## config.mk

```make
export PLATFORM = sky130hd
export DESIGN_NAME = eth_phy_rx_block_lock_flat
export DESIGN_NICKNAME = d
export VERILOG_FILES = /design/src/rtl/eth_phy_rx_block_lock_if.sv /design/src/rtl/eth_phy_rx_block_lock.sv /design/src/flat_wrapper.sv
export SDC_FILE = /design/constraint.sdc
export NUM_CORES = 1
export LEC_CHECK = 0
export ABC_AREA = 1
export ABC_CLOCK_PERIOD_IN_PS = 3200
export CORE_UTILIZATION = 45
export DETAILED_ROUTE_END_ITERATION = 10
export PLACE_DENSITY = 0.68
export SETUP_SLACK_MARGIN = 0.02
export SYNTH_ARGS = -nofsm -noshare
export SYNTH_HDL_FRONTEND = slang
export SYNTH_SLANG_ARGS = --single-unit
```

## constraint.sdc

```tcl
create_clock -name rx_clk -period 3.2 [get_ports rx_clk]
set_input_delay 0.64 -clock rx_clk [delete_from_list [all_inputs] [get_ports rx_clk]]
set_output_delay 0.64 -clock rx_clk [all_outputs]
set_load 0.01 [all_outputs]
```

## src/rtl/eth_phy_rx_block_lock_if.sv

```systemverilog
// rtl/eth_phy_rx_block_lock_if.sv - SERDES/gearbox sync-header link bundle
//
// Purpose: carries the 66b sync header stream from the gearbox into the
// block-lock logic, and carries the bitslip request back to the gearbox.
// Signals:
//   serdes_rx_hdr        2  sync header of the current 66b block
//   serdes_rx_hdr_valid  1  header qualifier (0 = gearbox stall)
//   serdes_rx_bitslip    1  slip request back to the SERDES/gearbox
// Modports:
//   master  gearbox side (drives headers, receives bitslip)
//   slave   block-lock side (receives headers, drives bitslip)

interface eth_phy_rx_block_lock_if;
  logic [1:0] serdes_rx_hdr;
  logic       serdes_rx_hdr_valid;
  logic       serdes_rx_bitslip;

  modport master (
    output serdes_rx_hdr,
    output serdes_rx_hdr_valid,
    input  serdes_rx_bitslip
  );

  modport slave (
    input  serdes_rx_hdr,
    input  serdes_rx_hdr_valid,
    output serdes_rx_bitslip
  );
endinterface

```

## src/rtl/eth_phy_rx_block_lock.sv

```systemverilog
// rtl/eth_phy_rx_block_lock.sv - 64b/66b receive block lock state machine
//
// Purpose: hunts for 66b block alignment by checking sync headers, slipping
// the gearbox on bad headers until LOCK_CNT consecutive good headers are
// seen, then monitors header quality per WINDOW and drops lock when
// INVALID_MAX bad headers occur within one window.
// Ports:
//   rx_clk              in   receive clock
//   rx_rst_n            in   asynchronous active-low reset
//   serdes              if   slave side of the header / bitslip bundle
//   cfg_force_unlock    in   level, holds the block unlocked
//   cfg_clear_loss_cnt  in   pulse, clears rx_lock_loss_count
//   rx_block_lock       out  block lock status
//   rx_sh_invalid       out  one-cycle pulse per accepted invalid header
//   rx_lock_loss_count  out  saturating count of lock losses

module eth_phy_rx_block_lock #(
  parameter int LOCK_CNT            = 64,
  parameter int WINDOW              = 64,
  parameter int INVALID_MAX         = 16,
  parameter int BITSLIP_HIGH_CYCLES = 1,
  parameter int BITSLIP_LOW_CYCLES  = 8,
  parameter int LOSS_CNT_WIDTH      = 8
) (
  input  logic                      rx_clk,
  input  logic                      rx_rst_n,
  eth_phy_rx_block_lock_if.slave    serdes,
  input  logic                      cfg_force_unlock,
  input  logic                      cfg_clear_loss_cnt,
  output logic                      rx_block_lock,
  output logic                      rx_sh_invalid,
  output logic [LOSS_CNT_WIDTH-1:0] rx_lock_loss_count
);

  localparam int CNT_MAX = (LOCK_CNT > WINDOW) ? LOCK_CNT : WINDOW;
  localparam int CNT_W   = $clog2(CNT_MAX + 1);
  localparam int INV_W   = $clog2(INVALID_MAX + 1);
  localparam int TMR_MAX = (BITSLIP_HIGH_CYCLES > BITSLIP_LOW_CYCLES) ?
                           BITSLIP_HIGH_CYCLES : BITSLIP_LOW_CYCLES;
  localparam int TMR_W   = $clog2(TMR_MAX + 1);

  localparam logic [CNT_W-1:0] LOCK_LAST = CNT_W'(LOCK_CNT - 1);
  localparam logic [CNT_W-1:0] WIN_LAST  = CNT_W'(WINDOW - 1);
  localparam logic [INV_W-1:0] INV_LAST  = INV_W'(INVALID_MAX - 1);
  localparam logic [TMR_W-1:0] HIGH_LAST = TMR_W'(BITSLIP_HIGH_CYCLES - 1);
  localparam logic [TMR_W-1:0] LOW_LAST  =
    TMR_W'((BITSLIP_LOW_CYCLES > 0) ? BITSLIP_LOW_CYCLES - 1 : 0);

  typedef enum logic [1:0] {ST_UNLOCKED, ST_LOCKED, ST_SLIP, ST_BLANK} state_t;

  state_t            state;
  logic [CNT_W-1:0]  sh_cnt;
  logic [INV_W-1:0]  sh_invalid_cnt;
  logic [TMR_W-1:0]  timer;
  logic              bitslip_q;
  logic              accept;
  logic              hdr_ok;
  logic              loss_inc;

  // 01 and 10 are the only legal sync headers.
  assign hdr_ok = serdes.serdes_rx_hdr[1] ^ serdes.serdes_rx_hdr[0];

  assign accept = serdes.serdes_rx_hdr_valid && !cfg_force_unlock &&
                  (state == ST_UNLOCKED || state == ST_LOCKED);

  // A lock loss is either the INVALID_MAX-th bad header in a window or a
  // forced unlock while locked; both leave LOCKED on this edge.
  assign loss_inc = (state == ST_LOCKED) &&
                    (cfg_force_unlock ||
                     (accept && !hdr_ok && sh_invalid_cnt == INV_LAST));

  assign serdes.serdes_rx_bitslip = bitslip_q;

  always_ff @(posedge rx_clk or negedge rx_rst_n) begin
    if (!rx_rst_n) begin
      state          <= ST_UNLOCKED;
      sh_cnt         <= '0;
      sh_invalid_cnt <= '0;
      timer          <= '0;
      bitslip_q      <= 1'b0;
      rx_block_lock  <= 1'b0;
      rx_sh_invalid  <= 1'b0;
    end else begin
      rx_sh_invalid <= accept && !hdr_ok;
      if (cfg_force_unlock) begin
        state          <= ST_UNLOCKED;
        sh_cnt         <= '0;
        sh_invalid_cnt <= '0;
        timer          <= '0;
        bitslip_q      <= 1'b0;
        rx_block_lock  <= 1'b0;
      end else begin
        case (state)
          ST_UNLOCKED: begin
            if (accept) begin
              if (!hdr_ok) begin
                state     <= ST_SLIP;
                sh_cnt    <= '0;
                timer     <= '0;
                bitslip_q <= 1'b1;
              end else if (sh_cnt == LOCK_LAST) begin
                state          <= ST_LOCKED;
                sh_cnt         <= '0;
                sh_invalid_cnt <= '0;
                rx_block_lock  <= 1'b1;
              end else begin
                sh_cnt <= sh_cnt + CNT_W'(1);
              end
            end
          end
          ST_LOCKED: begin
            if (accept) begin
              if (!hdr_ok && sh_invalid_cnt == INV_LAST) begin
                state          <= ST_SLIP;
                sh_cnt         <= '0;
                sh_invalid_cnt <= '0;
                timer          <= '0;
                bitslip_q      <= 1'b1;
                rx_block_lock  <= 1'b0;
              end else if (sh_cnt == WIN_LAST) begin
                sh_cnt         <= '0;
                sh_invalid_cnt <= '0;
              end else begin
                sh_cnt         <= sh_cnt + CNT_W'(1);
                sh_invalid_cnt <= sh_invalid_cnt + INV_W'(!hdr_ok);
              end
            end
          end
          ST_SLIP: begin
            if (timer == HIGH_LAST) begin
              timer     <= '0;
              bitslip_q <= 1'b0;
              state     <= (BITSLIP_LOW_CYCLES == 0) ? ST_UNLOCKED : ST_BLANK;
            end else begin
              timer <= timer + TMR_W'(1);
            end
          end
          ST_BLANK: begin
            if (timer == LOW_LAST) begin
              timer  <= '0;
              sh_cnt <= '0;
              state  <= ST_UNLOCKED;
            end else begin
              timer <= timer + TMR_W'(1);
            end
          end
          default: begin
            state     <= ST_UNLOCKED;
            bitslip_q <= 1'b0;
          end
        endcase
      end
    end
  end

  // Clear wins over the old value but not over a same-cycle loss event.
  always_ff @(posedge rx_clk or negedge rx_rst_n) begin
    if (!rx_rst_n) begin
      rx_lock_loss_count <= '0;
    end else if (cfg_clear_loss_cnt) begin
      rx_lock_loss_count <= LOSS_CNT_WIDTH'(loss_inc);
    end else if (loss_inc && rx_lock_loss_count != '1) begin
      rx_lock_loss_count <= rx_lock_loss_count + LOSS_CNT_WIDTH'(1);
    end
  end

endmodule
```

## src/flat_wrapper.sv

```systemverilog
// flat-port wrapper written by rule: the top's interface ports become plain ports
module eth_phy_rx_block_lock_flat 
#(
  parameter int LOCK_CNT            = 64,
  parameter int WINDOW              = 64,
  parameter int INVALID_MAX         = 16,
  parameter int BITSLIP_HIGH_CYCLES = 1,
  parameter int BITSLIP_LOW_CYCLES  = 8,
  parameter int LOSS_CNT_WIDTH      = 8
)
  (rx_clk, rx_rst_n, cfg_force_unlock, cfg_clear_loss_cnt, rx_block_lock, rx_sh_invalid, rx_lock_loss_count, serdes_serdes_rx_hdr, serdes_serdes_rx_hdr_valid, serdes_serdes_rx_bitslip);
  eth_phy_rx_block_lock_if serdes_i ();
  input  logic rx_clk;
  input  logic rx_rst_n;
  input  logic cfg_force_unlock;
  input  logic cfg_clear_loss_cnt;
  output logic rx_block_lock;
  output logic rx_sh_invalid;
  output logic [LOSS_CNT_WIDTH-1:0] rx_lock_loss_count;
  input wire logic [$bits(serdes_i.serdes_rx_hdr)-1:0] serdes_serdes_rx_hdr;
  input wire logic [$bits(serdes_i.serdes_rx_hdr_valid)-1:0] serdes_serdes_rx_hdr_valid;
  output wire logic [$bits(serdes_i.serdes_rx_bitslip)-1:0] serdes_serdes_rx_bitslip;
  assign serdes_i.serdes_rx_hdr = serdes_serdes_rx_hdr;
  assign serdes_i.serdes_rx_hdr_valid = serdes_serdes_rx_hdr_valid;
  assign serdes_serdes_rx_bitslip = serdes_i.serdes_rx_bitslip;
  eth_phy_rx_block_lock #(.LOCK_CNT(LOCK_CNT), .WINDOW(WINDOW), .INVALID_MAX(INVALID_MAX), .BITSLIP_HIGH_CYCLES(BITSLIP_HIGH_CYCLES), .BITSLIP_LOW_CYCLES(BITSLIP_LOW_CYCLES), .LOSS_CNT_WIDTH(LOSS_CNT_WIDTH)) u_core (.rx_clk(rx_clk), .rx_rst_n(rx_rst_n), .serdes(serdes_i), .cfg_force_unlock(cfg_force_unlock), .cfg_clear_loss_cnt(cfg_clear_loss_cnt), .rx_block_lock(rx_block_lock), .rx_sh_invalid(rx_sh_invalid), .rx_lock_loss_count(rx_lock_loss_count));
endmodule
```

==> out/results.ini <==
[status]
outcome=complete, no violations

[worst_setup_path]
arrival_ps=2410
cp_cell_sequence=clkdlybuf4s50_1 -> nor2_2 -> nand2_1 -> nand2_1 -> nor2_2 -> nand2_1 -> nand2_1 -> nand2_1 -> nor2_1
critPathMaxStageDelay_ps=710
crit_type=input port to register
path_max_fanout=13
crit_path_end_kind=register
crit_required_ps=3410
critPathSlowestCell=clkdlybuf4s50_1
cpMostUsedCell=nand2_1
cp-start-kind=input port

[layout]
seqCellArea_um2=726
syn_to_final_growth_pct=16.4
multi_input_area_um2=1120
num_antenna_cells=0
fin_area_um2=2330
fin_cells=359
finish.utilization_pct=56.3
final_nets=325
nFillCells=418
layout-drive-gt1-share_pct=9.39

[pwr]
vdd.ir_drop.worst_mv=0.335
clkPwrFrac_pct=30.3
p_comb_share_pct=35.4
swShare_pct=36.9
powerDensity_nw_per_um2=569
p_leak_nw=1.18
seqPwrFrac_pct=34.3
intPower_mw=0.836
p_switching_mw=0.489

[floorplanning]
die_h_um=68.7
start_util_pct=48.3
num_rows=23
die-area_um2=4720
coreArea_um2=4140
die_w_um=68.7
ios=18

[synth]
synthArstFlopShare_pct=100
synth_flop_cell=dfrtp_1
yosysMostFrequentCell=nand2_1
synth.distinct_cells=26
syn-cell-area_um2=2000
synthTopCellsByArea=dfrtp_1 36%, nand2_1 17%, nand3_1 10%, ha_1 6.3%, inv_1 5.6%
synth_top_area_share_pct=36.3
syn-instance-count=287
synth_edf_count=0
ys_ff_latch=29
avgSynthCellArea_um2=6.98
ys_warn_count=0
synth_nets=304
seq_area_frac_synth_pct=36.3
yosysTopAreaCell=dfrtp_1
synth_common_cells=93 x nand2_1, 40 x nand3_1, 30 x inv_1

[clock_network]
cts_tree=done
postCtsSetupRepairBufs=0
clock_path_buffers=2
cts_hold_buf=0
cts_buffers=5
cts-resized-gates=0
root_buffer=clkbuf_8
path_clk_slew_ps=60
cts.htree.levels=2
clock_sinks=29
clk_latency_ps=280

[global_route]
antenna_found_initial=0
grt_max_degree=30
grt-ovfl-total=0
grt_pass1_wl_um=7220
grt_pass1_vias=1684
gr-usage-all-layers_pct=20.7

[flow_run]
drv_cap=0

[placement]
place_congestion=0.862
hpwl_um=3060
dp_cells=351
placed_cell_area_um2=2210
port_buffers=17

[timing]
setup_tns_ps=0
final-setup-viol-count=0
worst_pin_slew_ps=473
hold_viol=0
rsz0062_at_grt=no
skew_ps=8.91
timing.slew.headroom_pct=68.5
fmax_mhz=455
fin_crit_ps=2200
post-route-period-util_pct=68.7
drv_slew=0

[route]
dr.pass1.iters=4
drt-initial-drc-count=88
drc=0
via_per_inst=4.94
ant_nets=0
vias=1773
wl_per_cell_um=11.6
drt_wl_total_um=4160

[worst_hold_path]
hold_class=register to register

-- cell usage in the layout (no fill, tap or decap) --
cell	n
bufinv_16	1
xor2_1	2
buf_4	1
nand3_4	1
nor3_1	5
nand3_2	1
clkbuf_1	1
o21ai_1	1
ha_1	10
nand4_1	6
o31ai_1	1
dfrtp_1	29
inv_2	4
clkdlybuf4s50_1	17
xnor2_1	2
nor2_4	4
o21ai_0	8
inv_1	30
nand2_1	93
nor2_1	28
a21oi_1	5
clkbuf_8	6
nand2_4	2
nor3b_1	2
nor2_2	3
nand3_1	40
nand2_2	6
-- sequential cells by signal, summed over array words and instances (netlist names) --
register	flops
u_core.rx_sh_invalid	1
u_core.sh_invalid_cnt	5
u_core.timer	4
u_core.rx_lock_loss_count	8
u_core.state	2
u_core.sh_cnt	7
u_core.rx_block_lock	1
u_core.serdes.serdes_rx_bitslip	1
-- layout make-up --
class	count	share of cell area (%)
multi-input combinational	220	48.1
sequential	29	31.1
timing repair buffer	18	7.62
inverter	34	5.48
clock buffer	7	3.70
tap	50	2.68
clock inverter	1	1.29
-- metal layers --
metal | GRT usage [%] | part of all wire [%] | up-vias
li1 | - | - | 959
met5 | 0 | 0 | -
met1 | 27.4 | 50 | 783
met4 | 6.12 | 1.5 | 0
met3 | 4.77 | 2.8 | 8
met2 | 33.5 | 45 | 23
-- logic make-up (layout without fill, tap and decap cells) --
kind of cell,Yosys count,count (layout),share of synthesized area [%]
simple gates,191,191,44.1
fa+ha+maj,10,10,6.25
flops,29,29,36.3
buf+inv,38,60,7.75
compound gates,15,15,3.87
xor+xnor,4,4,1.75
-- worst max-delay path, delay by kind of cell --
| kind | cells | cell delay [ps] |
|---|---|---|
| AND/OR/NAND/NOR | 8 | 1050 |
| buffers and inverters | 1 | 710 |
-- power by group through the flow --
stage	Sequential [mW]	Combinational, mW	Clock [mW]
2_1_floorplan	0.463	0.345	0
3_3_place_gp	0.461	0.466	0
3_5_place_dp	0.460	0.469	0
4_1_cts	0.454	0.473	0.411
5_1_grt	0.460	0.542	0.423
6_report	0.454	0.469	0.402
-- worst paths after layout --
path                                                         to  cells past startpoint  slack (ps)                            start
worst min-delay path            u_core.serdes.serdes_rx_bitslip                      2         480  u_core.serdes.serdes_rx_bitslip
worst max-delay path                           u_core.sh_cnt[4]                      9        1000                 cfg_force_unlock
min in group asynchronous              u_core.sh_invalid_cnt[3]                      2         740                         rx_rst_n
worst max register to register                 u_core.sh_cnt[4]                     11        1250                  u_core.state[1]
worst min register to register  u_core.serdes.serdes_rx_bitslip                      2         480  u_core.serdes.serdes_rx_bitslip
max in group asynchronous              u_core.sh_invalid_cnt[0]                      2        2160                         rx_rst_n
-- per-stage QoR --
| step | total power [mW] | hold WS, ps | setup slack [ps] |
|---|---|---|---|
| after floorplan | 0.808 | 344 | 1490 |
| after global placement | 0.927 | 463 | 749 |
| after detailed placement | 0.929 | 464 | 714 |
| after CTS | 1.34 | 482 | 1010 |
| after global routing | 1.42 | 504 | 751 |
| final | 1.33 | 478 | 1000 |
No activity file was read; power rests on OpenSTA's default activity.
